### config.mk
export PLATFORM = sky130hd
export DESIGN_NAME = diffeq_solver
export DESIGN_NICKNAME = d
export VERILOG_FILES = /design/src/rtl/diffeq_solver.sv
export SDC_FILE = /design/constraint.sdc
export NUM_CORES = 1
export LEC_CHECK = 0
export ABC_AREA = 1
export CAP_MARGIN = 20
export CELL_PAD_IN_SITES_DETAIL_PLACEMENT = 0
export CELL_PAD_IN_SITES_GLOBAL_PLACEMENT = 1
export CORE_MARGIN = 2
export CORE_UTILIZATION = 45
export DETAILED_ROUTE_END_ITERATION = 6
export PLACE_DENSITY_LB_ADDON = 0.1
export SYNTH_ARGS = -nofsm -noshare
export SYNTH_HDL_FRONTEND = slang
export SYNTH_SLANG_ARGS = --single-unit
### constraint.sdc
create_clock -name clk -period 12.9 [get_ports clk]
set_clock_uncertainty 0.15 [all_clocks]
set_input_delay 2.58 -clock clk [delete_from_list [all_inputs] [get_ports clk]]
set_output_delay 2.58 -clock clk [all_outputs]
set_load 0.05 [all_outputs]
### src/rtl/diffeq_solver.sv
// diffeq_solver: iterative forward-Euler solver with one shared multiplier.
// Runs "while (x < a) { x += dx; u -= 3xu*dx + 3y*dx; y += u*dx; }".
//
// Ports:
//   clk, rst            rising-edge clock, synchronous active-high reset
//   start               run request, sampled only while idle
//   x_in,u_in,y_in      initial state values (signed WIDTH bits)
//   dx_in, a_in         step size and loop bound (signed WIDTH bits)
//   x_out,u_out,y_out   registered results of the last completed run
//   iter_out            iterations executed in the last completed run
//   busy                high from the accepting edge until done
//   done                one-cycle pulse when results are valid
//   timeout             last run hit MAX_ITER while x < a
module diffeq_solver #(
    parameter int WIDTH    = 16,
    parameter int ITER_W   = 8,
    parameter int MAX_ITER = 255
) (
    input  logic              clk,
    input  logic              rst,
    input  logic              start,
    input  logic [WIDTH-1:0]  x_in,
    input  logic [WIDTH-1:0]  u_in,
    input  logic [WIDTH-1:0]  y_in,
    input  logic [WIDTH-1:0]  dx_in,
    input  logic [WIDTH-1:0]  a_in,
    output logic [WIDTH-1:0]  x_out,
    output logic [WIDTH-1:0]  u_out,
    output logic [WIDTH-1:0]  y_out,
    output logic [ITER_W-1:0] iter_out,
    output logic              busy,
    output logic              done,
    output logic              timeout
);

    localparam logic [ITER_W-1:0] MAX_C = ITER_W'(MAX_ITER);

    typedef enum logic [2:0] {
        S_IDLE,
        S_CHECK,
        S_MUL1,
        S_MUL2,
        S_MUL3,
        S_UPDATE
    } state_t;

    state_t r_state;
    state_t w_next;

    logic [WIDTH-1:0]  r_x;
    logic [WIDTH-1:0]  r_u;
    logic [WIDTH-1:0]  r_y;
    logic [WIDTH-1:0]  r_dx;
    logic [WIDTH-1:0]  r_a;
    logic [WIDTH-1:0]  r_p1;
    logic [WIDTH-1:0]  r_p2;
    logic [WIDTH-1:0]  r_p3;
    logic [ITER_W-1:0] r_iter;

    logic [WIDTH-1:0]  r_x_out;
    logic [WIDTH-1:0]  r_u_out;
    logic [WIDTH-1:0]  r_y_out;
    logic [ITER_W-1:0] r_iter_out;
    logic              r_busy;
    logic              r_done;
    logic              r_timeout;

    logic              w_load;
    logic              w_exit;
    logic              w_lt;
    logic              w_stop;
    logic [WIDTH-1:0]  w_x3;
    logic [WIDTH-1:0]  w_y3;
    logic [WIDTH-1:0]  w_mul_a;
    logic [WIDTH-1:0]  w_mul_b;
    logic [WIDTH-1:0]  w_prod;

    // Triples by shift-and-add so the single multiplier stays the only one.
    assign w_x3 = (r_x << 1) + r_x;
    assign w_y3 = (r_y << 1) + r_y;

    assign w_lt   = $signed(r_x) < $signed(r_a);
    assign w_stop = !w_lt || (r_iter == MAX_C);

    // Low WIDTH bits of the product are identical for signed and unsigned.
    assign w_prod = w_mul_a * w_mul_b;

    always_ff @(posedge clk) begin
        if (rst) begin
            r_state <= S_IDLE;
        end else begin
            r_state <= w_next;
        end
    end

    always_comb begin
        w_next  = r_state;
        w_load  = 1'b0;
        w_exit  = 1'b0;
        w_mul_a = '0;
        w_mul_b = '0;
        unique case (r_state)
            S_IDLE: begin
                if (start) begin
                    w_load = 1'b1;
                    w_next = S_CHECK;
                end
            end
            S_CHECK: begin
                if (w_stop) begin
                    w_exit = 1'b1;
                    w_next = S_IDLE;
                end else begin
                    w_next = S_MUL1;
                end
            end
            S_MUL1: begin
                w_mul_a = r_u;
                w_mul_b = r_dx;
                w_next  = S_MUL2;
            end
            S_MUL2: begin
                w_mul_a = w_x3;
                w_mul_b = r_p1;
                w_next  = S_MUL3;
            end
            S_MUL3: begin
                w_mul_a = w_y3;
                w_mul_b = r_dx;
                w_next  = S_UPDATE;
            end
            S_UPDATE: begin
                w_next = S_CHECK;
            end
            default: begin
                w_next = S_IDLE;
            end
        endcase
    end

    always_ff @(posedge clk) begin
        if (rst) begin
            r_x        <= '0;
            r_u        <= '0;
            r_y        <= '0;
            r_dx       <= '0;
            r_a        <= '0;
            r_p1       <= '0;
            r_p2       <= '0;
            r_p3       <= '0;
            r_iter     <= '0;
            r_x_out    <= '0;
            r_u_out    <= '0;
            r_y_out    <= '0;
            r_iter_out <= '0;
            r_busy     <= 1'b0;
            r_done     <= 1'b0;
            r_timeout  <= 1'b0;
        end else begin
            r_done <= 1'b0;
            if (w_load) begin
                r_x    <= x_in;
                r_u    <= u_in;
                r_y    <= y_in;
                r_dx   <= dx_in;
                r_a    <= a_in;
                r_iter <= '0;
                r_busy <= 1'b1;
            end
            if (w_exit) begin
                r_x_out    <= r_x;
                r_u_out    <= r_u;
                r_y_out    <= r_y;
                r_iter_out <= r_iter;
                r_timeout  <= w_lt;
                r_done     <= 1'b1;
                r_busy     <= 1'b0;
            end
            case (r_state)
                S_MUL1: r_p1 <= w_prod;
                S_MUL2: r_p2 <= w_prod;
                S_MUL3: r_p3 <= w_prod;
                S_UPDATE: begin
                    // All three use pre-update values of x, u and y.
                    r_x    <= r_x + r_dx;
                    r_u    <= r_u - r_p2 - r_p3;
                    r_y    <= r_y + r_p1;
                    r_iter <= r_iter + 1'b1;
                end
                default: ;
            endcase
        end
    end

    assign x_out    = r_x_out;
    assign u_out    = r_u_out;
    assign y_out    = r_y_out;
    assign iter_out = r_iter_out;
    assign busy     = r_busy;
    assign done     = r_done;
    assign timeout  = r_timeout;

endmodule

==> results of run 1 <==
-- worst paths after layout --
path | startpoint | to | cells after the start
min reg2reg | r_a[13]$_SDFFE_PP0P_ | r_a[13]$_SDFFE_PP0P_ | 2
max reg2reg | r_state[0]$_SDFFE_PP0P_ | r_p2[15]$_SDFFE_PP0P_ | 29
min | r_a[13]$_SDFFE_PP0P_ | r_a[13]$_SDFFE_PP0P_ | 2
max | r_state[0]$_SDFFE_PP0P_ | r_p2[15]$_SDFFE_PP0P_ | 29
-- Yosys cell counts, types with 20 or more instances --
cell type  count
nor2_1        83
nand3_1      181
xor2_1        20
fa_1          99
o21ai_0      123
ha_1         140
nand2_1      664
dfxtp_1      198
a21oi_1      182
clkbuf_1      66
a31oi_1       30
inv_1        448
xnor2_1       23
-- power by group --
| part | switching (mW) | total [mW] | internal, mW |
|---|---|---|---|
| clock | 0.276 | 0.569 | 0.292 |
| combinational | 0.564 | 0.862 | 0.299 |
| sequential | 0.0983 | 0.781 | 0.683 |
| total | 0.938 | 2.21 | 1.27 |
-- kinds of logic after synthesis --
kind of cell / Yosys count / synth area share
AO/OA/AOI/OAI: 391 / 0.132
XOR/XNOR: 43 / 0.0230
adder cells (fa/ha/maj): 239 / 0.228
buffers and inverters: 540 / 0.127
flip-flops: 198 / 0.242
AND/OR/NAND/NOR: 978 / 0.248
-- metal layers --
| metal | vias to the layer above | track usage |
|---|---|---|
| li1 | 7748 | - |
| met1 | 7392 | 0.411 |
| met2 | 489 | 0.484 |
| met3 | 63 | 0.0382 |
| met4 | 0 | 0.0709 |
| met5 | - | 0 |
-- through the flow --
| step | hold WS, ns | cells | total power, mW | utilization |
|---|---|---|---|---|
| CTS | 0.313 | 2956 | 2.21 | 0.526 |
| finish | 0.311 | 2956 | 2.21 | 0.526 |
| global placement | 0.299 | 2924 | 1.64 | 0.509 |
| global route | 0.334 | 2956 | 2.35 | 0.526 |
| detailed placement | 0.301 | 2925 | 1.65 | 0.509 |
| floorplan | 0.281 | 2389 | 1.36 | - |
-- worst max-delay path: cells and delay by family, from the launching register on --
family          cells  cell delay [ns]
flops               1             0.52
xor+xnor            1             0.23
simple gates       13             1.70
buf+inv             6             0.71
fa+ha+maj           7             3.52
compound gates      2             0.75
-- layout make-up --
cell class	instances	share of cell area
clock buffer	17	0.0227
clock inverter	14	0.00921
inverter	454	0.0910
multi-input combinational	1651	0.552
sequential	198	0.211
tap	461	0.0308
timing repair buffer	161	0.0832
==> impl_results.md, run 1 <==
* Final Cycle Share at 0.595
* Synth Flop Type: dfxtp_1
* CTS Sinks at 198
* DP Area at approximately 0.018 mm²
* Seq cells post-synth at 198
* Clk_lat worst skew at 0.45 ns
* Async SR Flop Fraction at 0
* # DRC at 0
* Most area-consuming cells after synthesis: dfxtp_1 24%, nand2_1 15%, fa_1 12%
* CP Data Required Time at approximately 13 ns
* Avg WL per Cell at 18.4 µm
* Largest net degree at the start of global routing at 87
* Final min period at 7.68 ns
* Met2 WL at 25.0 mm
* Vias at around 16000
* CTS buffer count at 17
* Crit-path slowest cell: o22ai_2
* GR Util All Layers at 0.295
* Metal-1 WL at 24.8 mm
* Post-synth EDFFs at 0
* CORE AREA at 0.0357 mm²
* CP Data Arrival Time at approximately 8 ns
* Initial antenna violation count at 0
* Design area at 0.0187 mm²
* Crit-path most repeated cell: nand2_1
* Final ANT Viol Nets at 0
* Final RePlAce weighted congestion at 0.922
* Largest stage delay on the critical path at 0.62 ns
* Status: finished clean
* Clk buf depth at 2
* Setup Fix Bufs, Post-CTS at 0
* Setup tns final at 0 ns
* Post-synth design cell area at 0.0164 mm²
* Register area share after synthesis at 0.242
* Cell variety after synth at between 40 and 50
* Commonest non-fill, non-tap cell in the layout: nand2_1
* Hpwl dp at 42.0 mm
* Met3 wire len at 3.61 mm
* Pins Over Slew Limit at 0
* Max transition margin at 0.325
* CP Max Fanout at 34
* Initial Util at 0.459
* RSZ-0062 raised after global routing: false
* WS Path Type: reg2reg
* Tightest Pin Transition at 1.01 ns
* YS warnings at 0
* Detailed Routing Iterations Pass 1 at 5
* Initial DRC count at 1111
* Final Setup Violations at 0
* P_leak at 9.63 nW
* Vias in the first global route at ~15000
* Register area at 0.00396 mm²
* DR top layer: met4
* CTS tree: done
* Commonest non-fill, non-tap cells in the layout: 663 x nand2_1, 448 x inv_1, 198 x dfxtp_1
* Syn_nets at roughly 2700
* Die area at 0.0379 mm²
* Worst Setup Start Kind: flop
* Final hold vios at 0
* Die Wd at 195 µm
* Footprint of the multi-input gates at 0.0103 mm²
* Nets at 2805
* Vias/cell at 5.31
* Root Buffer: clkbuf_16
* H-tree depth at 4
* Hold Crit Class: reg2reg
* Worst setup EP type: flop
* Die span in y at 195 µm
* MaxCap Viol Count at 0
* Share of cells above drive strength 1 at 0.0313
* Port Buf Inserts at between 100 and 150
* Total gr overflow at 0
* Ant diodes at 0
* Hold_buf cts at 0
* Syn_area_per_cell at 6.85 µm²
* CTS clk-pin slew, worst paths at 0.08 ns
* Worst setup margin at 5.22 ns
* VDD IR max at 104 µV
* Worst slack, placed at 5.24 ns
* Power Dens Cells at 118 mW/mm²
* Synth Instances at 2389
* P&R area growth vs syn at 14.6%
* FMAX at 0.130 GHz
* Post_cts resized at 0
* Wire length of the first global-routing pass at 86.3 mm
* DRT Wirelength at roughly 55 mm
* Row count at 69
* Register-to-register setup slack at 5.22 ns
* Top cell type's share of synthesized area at 0.242
* Cell accounting for the most synthesized area: dfxtp_1
* FILL cells at 3587
* IO Pins at about 140
Note: power is estimated with default switching activity, not from simulation.
==> run 2: changes to the inputs <==
--- a/config.mk
+++ b/config.mk
@@ -10,7 +10,7 @@
 export CELL_PAD_IN_SITES_DETAIL_PLACEMENT = 0
 export CELL_PAD_IN_SITES_GLOBAL_PLACEMENT = 1
 export CORE_MARGIN = 2
-export CORE_UTILIZATION = 45
+export CORE_UTILIZATION = 43
 export DETAILED_ROUTE_END_ITERATION = 6
 export PLACE_DENSITY_LB_ADDON = 0.1
 export SYNTH_ARGS = -nofsm -noshare
==> constraint.sdc (replaced) <==
create_clock -name clk -period 8.01 [get_ports clk]
set_clock_uncertainty 0.15 [all_clocks]
set_input_delay 1.602 -clock clk [delete_from_list [all_inputs] [get_ports clk]]
set_output_delay 1.602 -clock clk [all_outputs]
set_load 0.05 [all_outputs]
==> run 2 against run 1 <==
Routed wire length increased by 0.94%. Worst setup slack worse by 4.7 ns. Total power increased by 60%. Design area grew 0.87%. Final cell count up 2.3%. Worst hold slack improved by 0.0045 ns. First-iteration DRC count fell by 9.9%. Sequential power grew 59%. Largest cell class unchanged. Largest power group unchanged. Highest routed layer unchanged.
==> impl_results.md, run 2 (synthesized netlist as in run 1, its figures left out) <==
* H-tree depth at 4 (unchanged)
* P_leak at 9.72 nW (was 9.63 nW)
* Final ANT Viol Nets at 0 (unchanged)
* Share of cells above drive strength 1 at 0.0378 (was 0.0313)
* FMAX at 0.133 GHz (was 0.130 GHz)
* Post_cts resized at 0 (unchanged)
* Largest stage delay on the critical path at 0.55 ns (was 0.62 ns)
* Clk buf depth at 2 (unchanged)
* Hpwl dp at 43.1 mm (was 42.0 mm)
* Row count at 71 (was 69)
* Hold_buf cts at 0 (unchanged)
* Post-layout util at 0.503 (was 0.526)
* WS Path Type: reg2reg (unchanged)
* Vias at 15600 (was 15700)
* CP Max Fanout at 10 (was 34)
* Final Cycle Share at 0.939 (was 0.595)
* Nets at 2820 (was 2805)
* Vias/cell at 5.15 (was 5.31)
* Commonest non-fill, non-tap cells in the layout: 663 x nand2_1, 448 x inv_1, 198 x dfxtp_1 (unchanged)
* Worst path top cell family by delay: adder cells (unchanged)
* Vias in the first global route at 15000 (was 15200)
* Port Buf Inserts at 141 (unchanged)
* CP Data Required Time at 8.21 ns (was 13.11 ns)
* GR Util All Layers at 0.287 (was 0.295)
* Die area at 0.0396 mm² (was 0.0379 mm²)
* Hold_ws at 0.315 ns (was 0.311 ns)
* Root Buffer: clkbuf_16 (unchanged)
* VDD IR max at 154 µV (was 104 µV)
* Initial DRC count at 1001 (was 1111)
* Setup Fix Bufs, Post-CTS at 0 (unchanged)
* Pins Over Slew Limit at 0 (unchanged)
* Setup tns final at 0 ns (unchanged)
* Power Dens Cells at 187 mW/mm² (was 118 mW/mm²)
* Worst Setup Start Kind: flop (unchanged)
* WP buf/inv at 9 (was 6)
* Die Wd at 199 µm (was 195 µm)
* IO Pins at 142 (unchanged)
* Wire length of the first global-routing pass at 85.7 mm (was 86.3 mm)
* Die span in y at 199 µm (was 195 µm)
* Final hold vios at 0 (unchanged)
* Final RePlAce weighted congestion at 0.917 (was 0.922)
* CORE AREA at 0.0376 mm² (was 0.0357 mm²)
* Final min period at 7.52 ns (was 7.68 ns)
* Largest net degree at the start of global routing at 92 (was 87)
* Hold Crit Class: reg2reg (unchanged)
* Final Setup Violations at 0 (unchanged)
* Initial antenna violation count at 2 (was 0)
* MaxCap Viol Count at 0 (unchanged)
* Worst setup EP type: flop (unchanged)
* DRT Wirelength at 55.0 mm (was 54.5 mm)
* Crit-path most repeated cell: nand2_1 (unchanged)
* Clk_lat worst skew at 0.44 ns (was 0.45 ns)
* P&R area growth vs syn at 15.6% (was 14.6%)
* Total gr overflow at 0 (unchanged)
* Avg WL per Cell at 18.2 µm (was 18.4 µm)
* Crit-path slowest cell: fa_1 (was o22ai_2)
* CTS Sinks at 198 (unchanged)
* Tightest Pin Transition at 1.03 ns (was 1.01 ns)
* # DRC at 0 (unchanged)
* Max transition margin at 0.312 (was 0.325)
* Commonest non-fill, non-tap cell in the layout: nand2_1 (unchanged)
* RSZ-0062 raised after global routing: false (unchanged)
* CTS buffer count at 17 (unchanged)
* Detailed Routing Iterations Pass 1 at 5 (unchanged)
* CTS tree: done (unchanged)
* CTS clk-pin slew, worst paths at 0.08 ns (about the same)
* Status: finished clean (unchanged)
* Initial Util at 0.435 (was 0.459)
* CP Data Arrival Time at 7.72 ns (was 7.89 ns)
## run 2: area by class of cell
cell class                      count  area, µm²
Timing Repair Buffer              176       1670
Clock buffer                       18        439
Clock inverter                     14        143
Sequential cell                   198       3960
Tap cell                          511        639
Fill cell                        3871      18700
Antenna cell                        1       2.50
Multi-Input combinational cell   1651      10300
Inverter                          454       1710
## run 2: path summary, 6_finish.rpt
check / slack, ns / end / cells after the start / start
worst max-delay path: 0.49 / r_p2[15]$_SDFFE_PP0P_ / 38 / r_y[0]$_SDFFE_PP0P_
worst min register to register: 0.32 / r_a[3]$_SDFFE_PP0P_ / 2 / r_a[3]$_SDFFE_PP0P_
worst max register to register: 0.49 / r_p2[15]$_SDFFE_PP0P_ / 38 / r_y[0]$_SDFFE_PP0P_
worst min-delay path: 0.32 / r_a[3]$_SDFFE_PP0P_ / 2 / r_a[3]$_SDFFE_PP0P_
## run 2: worst min-delay path, delay by kind of cell (launching register included)
family	cells	cell delay (ns)
flip-flops	1	0.30
buffers and inverters	1	0.06
AO/OA/AOI/OAI	1	0.06
## run 2: per-layer routing
metal	part of all wire	vias up	routed length [µm]	global-route usage
met5	0	-	0	0
met4	0.023	0	1270	0.0752
met3	0.053	59	2940	0.0336
met2	0.46	434	25200	0.469
met1	0.47	7314	25600	0.400
li1	-	7775	-	-
## run 2: power breakdown
group          total (mW)  switching [mW]  internal [mW]
Combinational        1.42           0.925          0.491
Clock               0.882           0.435          0.447
Sequential           1.24           0.145           1.10
## run 2: metrics by stage
| step | power [mW] | std cells | worst slack (ns) | instance area, µm² |
|---|---|---|---|---|
| 2_1_floorplan | 2.19 | 2389 | 1.40 | 16400 |
| 3_3_place_gp | 2.65 | 2990 | 0.378 | 18300 |
| 3_5_place_dp | 2.66 | 2990 | 0.346 | 18300 |
| 4_1_cts | 3.55 | 3022 | 0.310 | 18900 |
| 5_1_grt | 3.77 | 3022 | 0.0130 | 18900 |
| 6_report | 3.54 | 3023 | 0.490 | 18900 |
